**src/rtl/cmd_seq.sv**
```systemverilog
// Script-driven command sequencer for the CommMaster UART link: replays stored
// cmd/data entries with a response timeout, bounded retries and pass/fail status.
module cmd_seq #(
  parameter int         DEPTH   = 16,
  parameter int         TMO_CYC = 3000000,
  parameter int         SW      = 28,
  parameter int         RETRIES = 2,
  parameter logic [7:0] POSACK  = 8'hA5,
  localparam int        AW      = $clog2(DEPTH)
) (
  input  logic          clk,
  input  logic          rst_n,
  input  logic          wr_en,
  input  logic [AW-1:0] wr_addr,
  input  logic [7:0]    wr_cmd,
  input  logic [15:0]   wr_data,
  input  logic [SW-1:0] wr_settle,
  input  logic [AW:0]   len,
  input  logic          start,
  output logic [7:0]    cmd,
  output logic [15:0]   data,
  output logic          send_cmd,
  output logic          clr_resp_rdy,
  input  logic          frm_snt,
  input  logic          resp_rdy,
  input  logic [7:0]    resp,
  output logic          busy,
  output logic          done,
  output logic          pass,
  output logic          fail,
  output logic [AW-1:0] fail_idx,
  output logic [1:0]    fail_code,
  output logic [7:0]    last_resp
);

  // One down-counter serves both the response timeout and the settle delay.
  localparam int CW = (SW > $clog2(TMO_CYC + 1)) ? SW : $clog2(TMO_CYC + 1);
  localparam logic [CW-1:0] L_TMO_LOAD = CW'(TMO_CYC - 1);
  localparam logic [CW-1:0] L_CNT_ONE  = CW'(1);
  localparam logic [2:0]    L_RETRIES  = 3'(RETRIES);
  localparam logic [AW:0]   L_DEPTH    = DEPTH[AW:0];
  localparam logic [AW:0]   L_LEN_ONE  = {{AW{1'b0}}, 1'b1};
  localparam logic [AW-1:0] L_IDX_ONE  = {{(AW-1){1'b0}}, 1'b1};

  localparam logic [2:0] S_IDLE   = 3'd0;
  localparam logic [2:0] S_FETCH  = 3'd1;
  localparam logic [2:0] S_SEND   = 3'd2;
  localparam logic [2:0] S_WAIT   = 3'd3;
  localparam logic [2:0] S_CHECK  = 3'd4;
  localparam logic [2:0] S_SETTLE = 3'd5;
  localparam logic [2:0] S_FINISH = 3'd6;

  logic [2:0]    r_state;
  logic [7:0]    r_mem_cmd    [DEPTH];
  logic [15:0]   r_mem_data   [DEPTH];
  logic [SW-1:0] r_mem_settle [DEPTH];
  logic [AW:0]   r_len;
  logic [AW-1:0] r_idx;
  logic [2:0]    r_attempts;
  logic [CW-1:0] r_cnt;
  logic          r_resp_rdy_q;
  logic [7:0]    r_cmd;
  logic [15:0]   r_data;
  logic          r_pass;
  logic          r_fail;
  logic [AW-1:0] r_fail_idx;
  logic [1:0]    r_fail_code;
  logic [7:0]    r_last_resp;

  logic          w_rise;
  logic          w_last_entry;
  logic [AW:0]   w_len_clamped;
  logic          w_unused_frm_snt;

  assign w_rise        = resp_rdy & ~r_resp_rdy_q;
  assign w_last_entry  = ({1'b0, r_idx} + L_LEN_ONE) == r_len;
  assign w_len_clamped = (len > L_DEPTH) ? L_DEPTH : len;
  // Frame-sent carries no decision in this block; no status port exposes it.
  assign w_unused_frm_snt = frm_snt;

  // NOTE: the script is a flop array, so it can and must be cleared by reset;
  // a macro RAM could not be, and the loop below would not map onto one.
  always_ff @(posedge clk or negedge rst_n) begin
    if (!rst_n) begin
      for (int i = 0; i < DEPTH; i++) begin
        r_mem_cmd[i]    <= '0;
        r_mem_data[i]   <= '0;
        r_mem_settle[i] <= '0;
      end
    end else if (wr_en && (r_state == S_IDLE)) begin
      r_mem_cmd[wr_addr]    <= wr_cmd;
      r_mem_data[wr_addr]   <= wr_data;
      r_mem_settle[wr_addr] <= wr_settle;
    end
  end

  // NOTE: all state updates use <= so every branch reads pre-edge values.
  always_ff @(posedge clk or negedge rst_n) begin
    if (!rst_n) begin
      r_state      <= S_IDLE;
      r_len        <= '0;
      r_idx        <= '0;
      r_attempts   <= '0;
      r_cnt        <= '0;
      r_resp_rdy_q <= 1'b0;
      r_cmd        <= '0;
      r_data       <= '0;
      r_pass       <= 1'b0;
      r_fail       <= 1'b0;
      r_fail_idx   <= '0;
      r_fail_code  <= '0;
      r_last_resp  <= '0;
    end else begin
      r_resp_rdy_q <= resp_rdy;
      case (r_state)
        S_IDLE: begin
          if (start) begin
            r_len       <= w_len_clamped;
            r_idx       <= '0;
            r_pass      <= 1'b0;
            r_fail      <= 1'b0;
            r_fail_idx  <= '0;
            r_fail_code <= '0;
            if (w_len_clamped == '0) begin
              r_pass  <= 1'b1;
              r_state <= S_FINISH;
            end else begin
              r_state <= S_FETCH;
            end
          end
        end
        S_FETCH: begin
          r_cmd      <= r_mem_cmd[r_idx];
          r_data     <= r_mem_data[r_idx];
          r_attempts <= '0;
          r_state    <= S_SEND;
        end
        S_SEND: begin
          r_cnt   <= L_TMO_LOAD;
          r_state <= S_WAIT;
        end
        S_WAIT: begin
          // A fresh edge on the last counted cycle still beats the timeout.
          if (w_rise) begin
            r_last_resp <= resp;
            r_state     <= S_CHECK;
          end else if (r_cnt == '0) begin
            if (r_attempts < L_RETRIES) begin
              r_attempts <= r_attempts + 3'd1;
              r_state    <= S_SEND;
            end else begin
              r_fail      <= 1'b1;
              r_fail_idx  <= r_idx;
              r_fail_code <= 2'd1;
              r_state     <= S_FINISH;
            end
          end else begin
            r_cnt <= r_cnt - L_CNT_ONE;
          end
        end
        S_CHECK: begin
          if (r_last_resp == POSACK) begin
            r_cnt   <= CW'(r_mem_settle[r_idx]);
            r_state <= S_SETTLE;
          end else if (r_attempts < L_RETRIES) begin
            r_attempts <= r_attempts + 3'd1;
            r_state    <= S_SEND;
          end else begin
            r_fail      <= 1'b1;
            r_fail_idx  <= r_idx;
            r_fail_code <= 2'd2;
            r_state     <= S_FINISH;
          end
        end
        S_SETTLE: begin
          if (r_cnt != '0) begin
            r_cnt <= r_cnt - L_CNT_ONE;
          end else if (w_last_entry) begin
            r_pass  <= 1'b1;
            r_state <= S_FINISH;
          end else begin
            r_idx   <= r_idx + L_IDX_ONE;
            r_state <= S_FETCH;
          end
        end
        S_FINISH: r_state <= S_IDLE;
        default:  r_state <= S_IDLE;
      endcase
    end
  end

  assign cmd          = r_cmd;
  assign data         = r_data;
  assign send_cmd     = (r_state == S_SEND);
  assign clr_resp_rdy = (r_state == S_CHECK);
  assign busy         = (r_state != S_IDLE);
  assign done         = (r_state == S_FINISH);
  assign pass         = r_pass;
  assign fail         = r_fail;
  assign fail_idx     = r_fail_idx;
  assign fail_code    = r_fail_code;
  assign last_resp    = r_last_resp;

endmodule

```
**config.mk**
```make
export PLATFORM = sky130hd
export DESIGN_NAME = cmd_seq
export DESIGN_NICKNAME = d
export VERILOG_FILES = /design/src/rtl/cmd_seq.sv
export SDC_FILE = /design/constraint.sdc
export NUM_CORES = 1
export LEC_CHECK = 0
export CELL_PAD_IN_SITES_DETAIL_PLACEMENT = 0
export CELL_PAD_IN_SITES_GLOBAL_PLACEMENT = 1
export CORE_MARGIN = 2
export CORE_UTILIZATION = 40
export DETAILED_ROUTE_END_ITERATION = 8
export PLACE_DENSITY = 0.71
export SLEW_MARGIN = 20
export SYNTH_ARGS = -nofsm -noshare
export SYNTH_HDL_FRONTEND = slang
export SYNTH_SLANG_ARGS = --single-unit
export TNS_END_PERCENT = 20
```
**constraint.sdc**
```tcl
create_clock -name clk -period 7.2 [get_ports clk]
set_clock_uncertainty 0.15 [all_clocks]
set_input_delay 1.44 -clock clk [delete_from_list [all_inputs] [get_ports clk]]
set_output_delay 1.44 -clock clk [all_outputs]
set_load 0.005 [all_outputs]
```
After elaboration in Yosys (flattened, before gate mapping)
Cells that the tools add are included.

Register bits after elaboration: 916. Input port bits: 75. Output and inout bits: 44. Logic and storage cells: 180.

Add/sub/neg operators: 4. Order comparisons: 5. Eq/ne operators: 21. Multiplexer cells: 65. Bitwise gates (word level): 4. Reductions and logical operators: 20.

Operator list (count): $bwmux 448 (1); $bwmux 256 (1); $mux 28 (7); $bwmux 128 (1); $bmux 28 s4 (1); $demux 28 s4 (1); $pmux 28 s4 (1); $bmux 16 s4 (1); $demux 16 s4 (1); $mux 16 (3); $mux 3 (12); $bmux 8 s4 (1); $demux 8 s4 (1); $logic_not 28->1 (1); $mux 4 (7); $reduce_bool 28->1 (1); $sub 28x1->28 const B (1); $mux 8 (3); $ne 2x2->1 const B (11); $pmux 3 s6 (1); $mux 2 (6); $pmux 4 s3 (1); $reduce_and 4->1 (3); $ge 5x5->1 const B (2); other kinds (33) (50).

Logic depth before layout (Yosys ltp)
Gate-level depths: netlist of run 1.

Word-level depth: 6. Depth in mapped cells: 11. Gate-level depth less buffers: 9.

Least setup slack after synthesis of run 1
OpenSTA, ideal clock, no wires.

Path type: in2reg. From: input port wr_addr[0]. To: register r_mem_cmd[32] (netlist name). Setup time: 125 ps. Arrival: 3014 ps. Data required time: 6925 ps. Setup slack: 3911 ps. Stages: 5. Path buffers: 2. Cell sequence: clkbuf_1 nand2_1 nor3_1 clkbuf_1 mux2_2.

Cells in the longest elaborated chain, start to end: 6.

Ends and longest elaborated chain: from (decl) (line 14) `input logic [AW-1:0] wr_addr,`; $not 4->5 (implied by the code) (*) (line 91) `r_mem_cmd[wr_addr] <= wr_cmd;`; $ge 5x5->1 (implied by the code) / $lt 5x1->1 (equally long branches) (line 91); $logic_and 1x1->1 (implied by the code) (line 91); $mux 8 (implied by the code) (line 91); $demux 8 s4 (*) (line 91); $bwmux 128 (*) (line 91); to (signal, indexed assignment) (line 91); to (decl) (line 54) `logic [7:0] r_mem_cmd [DEPTH];`.

Every way passes the cells marked *; elsewhere a longest branch is shown, timed or not. A chain may end at the register's enable or synchronous reset.

Final worst setup path of run 1
From: register r_state[0]. To: output port clr_resp_rdy.

Cells in the longest elaborated chain, start to end: 1.

Ends and longest elaborated chain: from (decl) (line 53) `logic [2:0] r_state;`; from (signal assigned) (line 100) `r_state <= S_IDLE;`; from (signal assigned) (line 126) `r_state <= S_FINISH;`; from (signal assigned) (line 128) `r_state <= S_FETCH;`; $eq 3x3->1 (line 195) `assign clr_resp_rdy = (r_state == S_CHECK);`; to (decl) (line 23) `output logic clr_resp_rdy,`.

No other way between the ends.

==> impl_metrics.env, run 1 <==
export IMPL_overflow=0
export IMPL_ys_warnings_count=0
export IMPL_syn_num_nets=2858
export IMPL_max_slew_margin_rel=0.217
export IMPL_final_ant_viol_nets=0
export IMPL_initial_antenna_violation_count=8
export IMPL_dominant_combinational_cell_family_by_area_after_synthesis="multiplexers"
export IMPL_proportion_of_synthesized_area_in_mux_cells=0.356
export IMPL_tritoncts="built"
export IMPL_drt_total_wl_mm=106
export IMPL_max_slew_violation_total_from_the_final_report=0
export IMPL_r2r_slack_ns=2.63
export IMPL_worstReg2RegStart="r_state[0]"
export IMPL_io_pins=119
export IMPL_cts_sinks=916
export IMPL_first_pass_grt_wire_length_mm=165
export IMPL_post_place_instance_area_sq_um=44200
export IMPL_synth_simple_area_share=0.0313
export IMPL_ys_seq_elements=916
export IMPL_design_final_nets=2895
export IMPL_floorplan_initialDensity=0.403
export IMPL_synth_fa_ha_area_frac=0.00114
export IMPL_synth_edf_count=0
export IMPL_cts_repair_resized=0
export IMPL_drc=0
export IMPL_drv_cap=0
export IMPL_worstSetupEndpointType="output pin"
export IMPL_coreArea_sq_um=103000
export IMPL_pre_repair_dr_iteration_count=6
export IMPL_cts_hold_buf=0
export IMPL_routabilityCongestion=0.808
export IMPL_cts_made_buffers=98
export IMPL_final_layout_size_suffix_gt1_frac=0.446
export IMPL_worst_setup_path_startpoint="r_state[0]"
export IMPL_syn_to_layout_area_delta_pct=14.0
export IMPL_initialDrtViolationCount=1638
export IMPL_clk_insertion_delay_late_ns=0.68
export IMPL_tightestPinTransition_ns=1.18
export IMPL_cts_path_max_buffers=3
export IMPL_setup_repair_after_global_routing_missed_its_margin="false"
export IMPL_htree_levels=3
export IMPL_placed_cells=4096
export IMPL_row_count=118
export IMPL_vias_per_cell=5.70
export IMPL_track_usage=0.201
export IMPL_hp_class="flop to flop"
export IMPL_worst_r2r_endpoint="r_mem_settle[375]"
export IMPL_final_cell_count_no_fill=4268
export IMPL_grt_start_max_net_pins=180
export IMPL_worst_r2r_path_depth=8
export IMPL_p_per_area_nw_per_um2=392
export IMPL_outcome="complete, no violations"
export IMPL_crit_path_max_fanout=21
export IMPL_ys_types=69
export IMPL_cts_root_buffer_cell="sky130_fd_sc_hd__clkbuf_16"
export IMPL_finalSetupTns_ns=0
export IMPL_routed_wire_length_per_instance_um=24.9
export IMPL_pre_cts_ws_ns=2.38
export IMPL_post_synth_cell_area_avg_sq_um=15.0
export IMPL_hold_viol_final=0
export IMPL_synth_seq_area_share=0.550
export IMPL_setup_fix_bufs_post_cts=0
export IMPL_worst_endpoint_arrival_ns=3.46
export IMPL_most_common_layout_cells="912 x sky130_fd_sc_hd__dfrtp_1, 860 x sky130_fd_sc_hd__mux2_2, 192 x sky130_fd_sc_hd__mux4_2"
export IMPL_max_freq_mhz=198
export IMPL_number_of_global_route_vias_before_repair=26800
export IMPL_setup_worst_path_end="clr_resp_rdy"
export IMPL_ir_drop_mv=0.228
export IMPL_path_clk_slew_ns=0.06
export IMPL_die_height_um=327
export IMPL_die_area_sq_um=107000
export IMPL_setup_viol=0
export IMPL_setup_ws_ns=2.15
export IMPL_cellLeakagePower_nw=20.9
export IMPL_place_detailed_hpwl_mm=60.7
export IMPL_die_w_um=327
export IMPL_finish_instance_area_sq_um=47500
export IMPL_layout_worst_path_cycle_share=0.701
export IMPL_yosys_area_share_xor_xnor=0.00168
export IMPL_data_required_time_at_the_worst_endpoint_ns=5.61
export IMPL_routed_via_count=24300
export IMPL_criticalPathCategory="flop to output pin"
export IMPL_synth_compound_area_share=0.0359
export IMPL_ys_dominant_reg_cell="sky130_fd_sc_hd__dfrtp_1"
export IMPL_asyncSetResetFlopFracSynth=1.00
export IMPL_postSynthCellCount=2780
export IMPL_layout_cells_most_common="sky130_fd_sc_hd__dfrtp_1"
export IMPL_synthesis_area_sq_um=41600
export IMPL_period_needed_ns=5.05
export IMPL_startpoint_type="flop"
export IMPL_port_buffers=117
registers in the layout, summed over array words and instances, names as in the netlist:
register / flops
cmd: 8
data: 16
fail: 1
fail_code: 2
fail_idx: 4
last_resp: 8
pass: 1
r_attempts: 3
r_cnt: 28
r_idx: 4
r_len: 5
r_mem_cmd: 128
r_mem_data: 256
r_mem_settle: 448
r_resp_rdy_q: 1
r_state: 3
synth_stat cells, drive strengths merged (2+ instances only):
cell type,number,area (sq um)
a2111oi,2,17.5
nand2,82,310
xnor2,5,43.8
a31oi,6,52.6
nand2b,10,62.6
a21oi,42,221
a21o,2,15.0
nor2,55,206
mux2,865,9740
or4bb,2,22.5
mux2i,76,761
buf,100,463
o21bai,2,15.0
nor4,5,37.5
nand4,3,18.8
clkbuf,127,477
a221o,3,30.0
o21a,4,30.0
a221oi,16,140
o211ai,3,22.5
o221ai,25,219
inv,10,37.5
nand3,18,90.1
a22o,5,43.8
nor3,26,151
dfrtp,916,22900
or4,2,18.8
o22ai,26,163
ha,3,37.5
o31a,2,18.8
a22oi,7,52.6
nor2b,31,194
o21ai,71,355
a21boi,2,15.0
nor3b,3,32.5
a32oi,3,26.3
and4,2,17.5
a211oi,3,22.5
or3,3,23.8
xor2,3,26.3
and2,4,25.0
mux4,192,4320
and3,4,30.0
how the worst min path moves through the flow:
stage / slack, ns / cells past startpoint / start / endpoint
finish: 0.33 / 2 / cmd[6] / cmd[6]
global route: 0.35 / 1 / r_attempts[0] / r_attempts[0]
CTS: 0.34 / 1 / r_mem_settle[415] / r_mem_settle[415]
detailed placement: 0.32 / 1 / fail / fail
global placement: 0.31 / 1 / r_mem_settle[415] / r_mem_settle[415]
floorplan: 0.30 / 1 / r_mem_data[234] / r_mem_data[234]
power by group:
group | total, W | internal [W] | switching [W] | leakage [nW]
clock | 0.00507 | 0.00301 | 0.00206 | 1.60
combinational | 0.00465 | 0.00295 | 0.00170 | 7.31
sequential | 0.00888 | 0.00759 | 0.00129 | 12.0
worst max-delay path, stage by stage, from the launching register on:
cell and delay, ns:
sky130_fd_sc_hd__dfrtp_1 0.63, sky130_fd_sc_hd__nor2_1 0.28, sky130_fd_sc_hd__nand2_1 0.45, sky130_fd_sc_hd__inv_1 0.77, sky130_fd_sc_hd__clkdlybuf4s50_1 0.68
kinds of logic (layout without fill, tap and decap cells):
kind of cell,count (synthesis),count (layout)
multiplexers,1133,1133
flip-flops,916,916
AND/OR/NAND/NOR,254,254
buffers and inverters,237,342
AO/OA/AOI/OAI,228,228
XOR/XNOR,8,8
adder cells (fa/ha/maj),4,4
other,0,3
cell type report:
class                           count  area, sq um
Inverter                           10         37.5
Antenna cell                        3         7.51
Timing Repair Buffer              164         1640
Clock inverter                     30          443
Multi-Input combinational cell   1627        17900
Fill cell                        8901        55900
Clock buffer                      138         2810
Sequential cell                   916        22900
Tap cell                         1380         1730
through the flow:
step | hold WS, ns | total power, W | utilization
floorplan | 0.303 | 0.0121 | -
global placement | 0.313 | 0.0131 | 0.428
detailed placement | 0.320 | 0.0136 | 0.428
CTS | 0.337 | 0.0188 | 0.459
global route | 0.349 | 0.0197 | 0.459
finish | 0.330 | 0.0186 | 0.459
metal layers:
layer	wire, um	vias to the layer above	track usage
li1	-	10400	-
met2	52700	470	0.338
met3	3910	169	0.0270
met1	47200	13200	0.275
met5	59	-	0
met4	2390	10	0.0542
Note: power is estimated with default switching activity, not from simulation.
==> run 2, diff against run 1 <==
clock period = 5 ns   (was 7.2 ns; I/O delays follow)
==> run 2 against run 1 <==
  * Sequential share of layout area shrank 0.16 points
  * Register-to-register slack worse by 1.1 ns
  * Non-clock buffer count is 7 higher
==> impl_metrics.env, run 2 (synthesis gave the netlist of run 1 again) <==
export IMPL_worst_endpoint_arrival_ns=2.88
export IMPL_max_slew_margin_rel=0.203
export IMPL_coreArea_sq_um=103000
export IMPL_cts_made_buffers=96
export IMPL_place_detailed_hpwl_mm=60.8
export IMPL_cpMaxStageDelayCell="sky130_fd_sc_hd__clkdlybuf4s50_1"
export IMPL_period_needed_ns=4.03
export IMPL_design_final_nets=2900
export IMPL_hp_class="primary input to asynchronous set/reset pin"
export IMPL_cts_path_max_buffers=3
export IMPL_hold_viol_final=0
export IMPL_path_clk_slew_ns=0.06
export IMPL_worst_hold_slack_ns=0.221
export IMPL_drt_total_wl_mm=107
export IMPL_critical_path_max_stage_delay_ns=0.66
export IMPL_cts_hold_buf=0
export IMPL_cellLeakagePower_nw=21.0
export IMPL_die_height_um=327
export IMPL_initial_antenna_violation_count=8
export IMPL_setup_viol=0
export IMPL_finalSetupTns_ns=0
export IMPL_layout_cells_most_common="sky130_fd_sc_hd__dfrtp_1"
export IMPL_cts_repair_resized=0
export IMPL_die_w_um=327
export IMPL_crit_path_max_fanout=21
export IMPL_overflow=0
export IMPL_final_layout_size_suffix_gt1_frac=0.446
export IMPL_data_required_time_at_the_worst_endpoint_ns=3.85
export IMPL_syn_to_layout_area_delta_pct=14.4
export IMPL_worstSetupEndpointType="output pin"
export IMPL_max_slew_violation_total_from_the_final_report=0
export IMPL_first_pass_grt_wire_length_mm=165
export IMPL_p_per_area_nw_per_um2=560
export IMPL_clk_insertion_delay_late_ns=0.65
export IMPL_die_area_sq_um=107000
export IMPL_number_of_global_route_vias_before_repair=26900
export IMPL_io_pins=119
export IMPL_cts_root_buffer_cell="sky130_fd_sc_hd__clkbuf_16"
export IMPL_ir_drop_mv=0.309
export IMPL_row_count=118
export IMPL_vias_per_cell=5.69
export IMPL_most_common_layout_cells="912 x sky130_fd_sc_hd__dfrtp_1, 860 x sky130_fd_sc_hd__mux2_2, 192 x sky130_fd_sc_hd__mux4_2"
export IMPL_initialDrtViolationCount=1471
export IMPL_startpoint_type="flop"
export IMPL_utilization=0.461
export IMPL_max_freq_mhz=248
export IMPL_routed_wire_length_per_instance_um=24.9
export IMPL_routed_via_count=24300
export IMPL_port_buffers=117
export IMPL_htree_levels=3
export IMPL_layout_worst_path_cycle_share=0.806
export IMPL_tightestPinTransition_ns=1.19
export IMPL_drc=0
export IMPL_criticalPathCategory="flop to output pin"
export IMPL_grt_start_max_net_pins=141
export IMPL_drv_cap=0
export IMPL_floorplan_initialDensity=0.403
export IMPL_cts_sinks=916
export IMPL_top_regs="r_mem_settle (448), r_mem_data (256), r_mem_cmd (128)"
export IMPL_routabilityCongestion=0.825
export IMPL_largest_register="r_mem_settle"
export IMPL_setup_fix_bufs_post_cts=0
export IMPL_timing_critical_path_cells="nor2_1 > nand2_1 > inv_1 > clkdlybuf4s50_1"
export IMPL_setup_repair_after_global_routing_missed_its_margin="false"
export IMPL_tritoncts="built"
export IMPL_outcome="complete, no violations"
export IMPL_pre_repair_dr_iteration_count=5
export IMPL_track_usage=0.201
export IMPL_largest_register_ff_count=448
export IMPL_final_ant_viol_nets=0
[run 2: cell types whose count changed in the layout (fill, tap and decap cells not counted), sizes merged]
cell / previous run / this run
buf: 48 / 55
clkbuf: 138 / 142
clkinv: 17 / 20
clkinvlp: 2 / 0
bufinv: 8 / 7
diode: 3 / 2
inv: 13 / 14
[run 2: worst paths after layout]
path / to / slack [ns] / from / depth (start not counted)
setup / recovery: clr_resp_rdy / 0.97 / r_state[0] / 4
hold / removal: r_mem_settle[115] / 0.22 / rst_n / 1
setup reg to reg: r_mem_settle[8] / 1.55 / r_state[0] / 7
hold reg to reg: data[3] / 0.33 / data[3] / 2
max in group asynchronous: r_mem_data[234] / 3.20 / rst_n / 2
min in group clk: data[3] / 0.33 / data[3] / 2
[run 2: stage by stage]
| stage | cell area, sq um | std cells | worst slack, ns | power (W) |
|---|---|---|---|---|
| floorplan | 41600 | 2780 | 2.15 | 0.0174 |
| global placement | 44500 | 4104 | 1.04 | 0.0189 |
| detailed placement | 44500 | 4104 | 0.964 | 0.0197 |
| CTS | 47600 | 4277 | 0.934 | 0.0269 |
| global route | 47600 | 4278 | 0.882 | 0.0282 |
| finish | 47600 | 4279 | 0.971 | 0.0267 |
[run 2: layer usage]
layer / track usage / share of wire
met5: 0 / 0.00045
met4: 0.0564 / 0.025
met3: 0.0274 / 0.035
met2: 0.340 / 0.50
met1: 0.272 / 0.44
[run 2: power breakdown]
part           internal (W)  total [W]  switching, W
clock               0.00424    0.00718       0.00294
combinational       0.00426    0.00671       0.00245
sequential           0.0109     0.0128       0.00187
[run 2: cell type report]
type	count	area [sq um]
timing repair buffer	171	1890
clock buffer	142	2810
multi-input combinational	1627	17900
antenna	2	5.00
tap	1380	1730
fill	8959	55700
clock inverter	31	357
sequential	916	22900
inverter	10	37.5
[run 2: worst max-delay path: cells and delay by family (launching register included)]
kind	cells	cell delay, ns
AND/OR/NAND/NOR	2	0.35
buffers and inverters	2	1.27
flip-flops	1	0.61
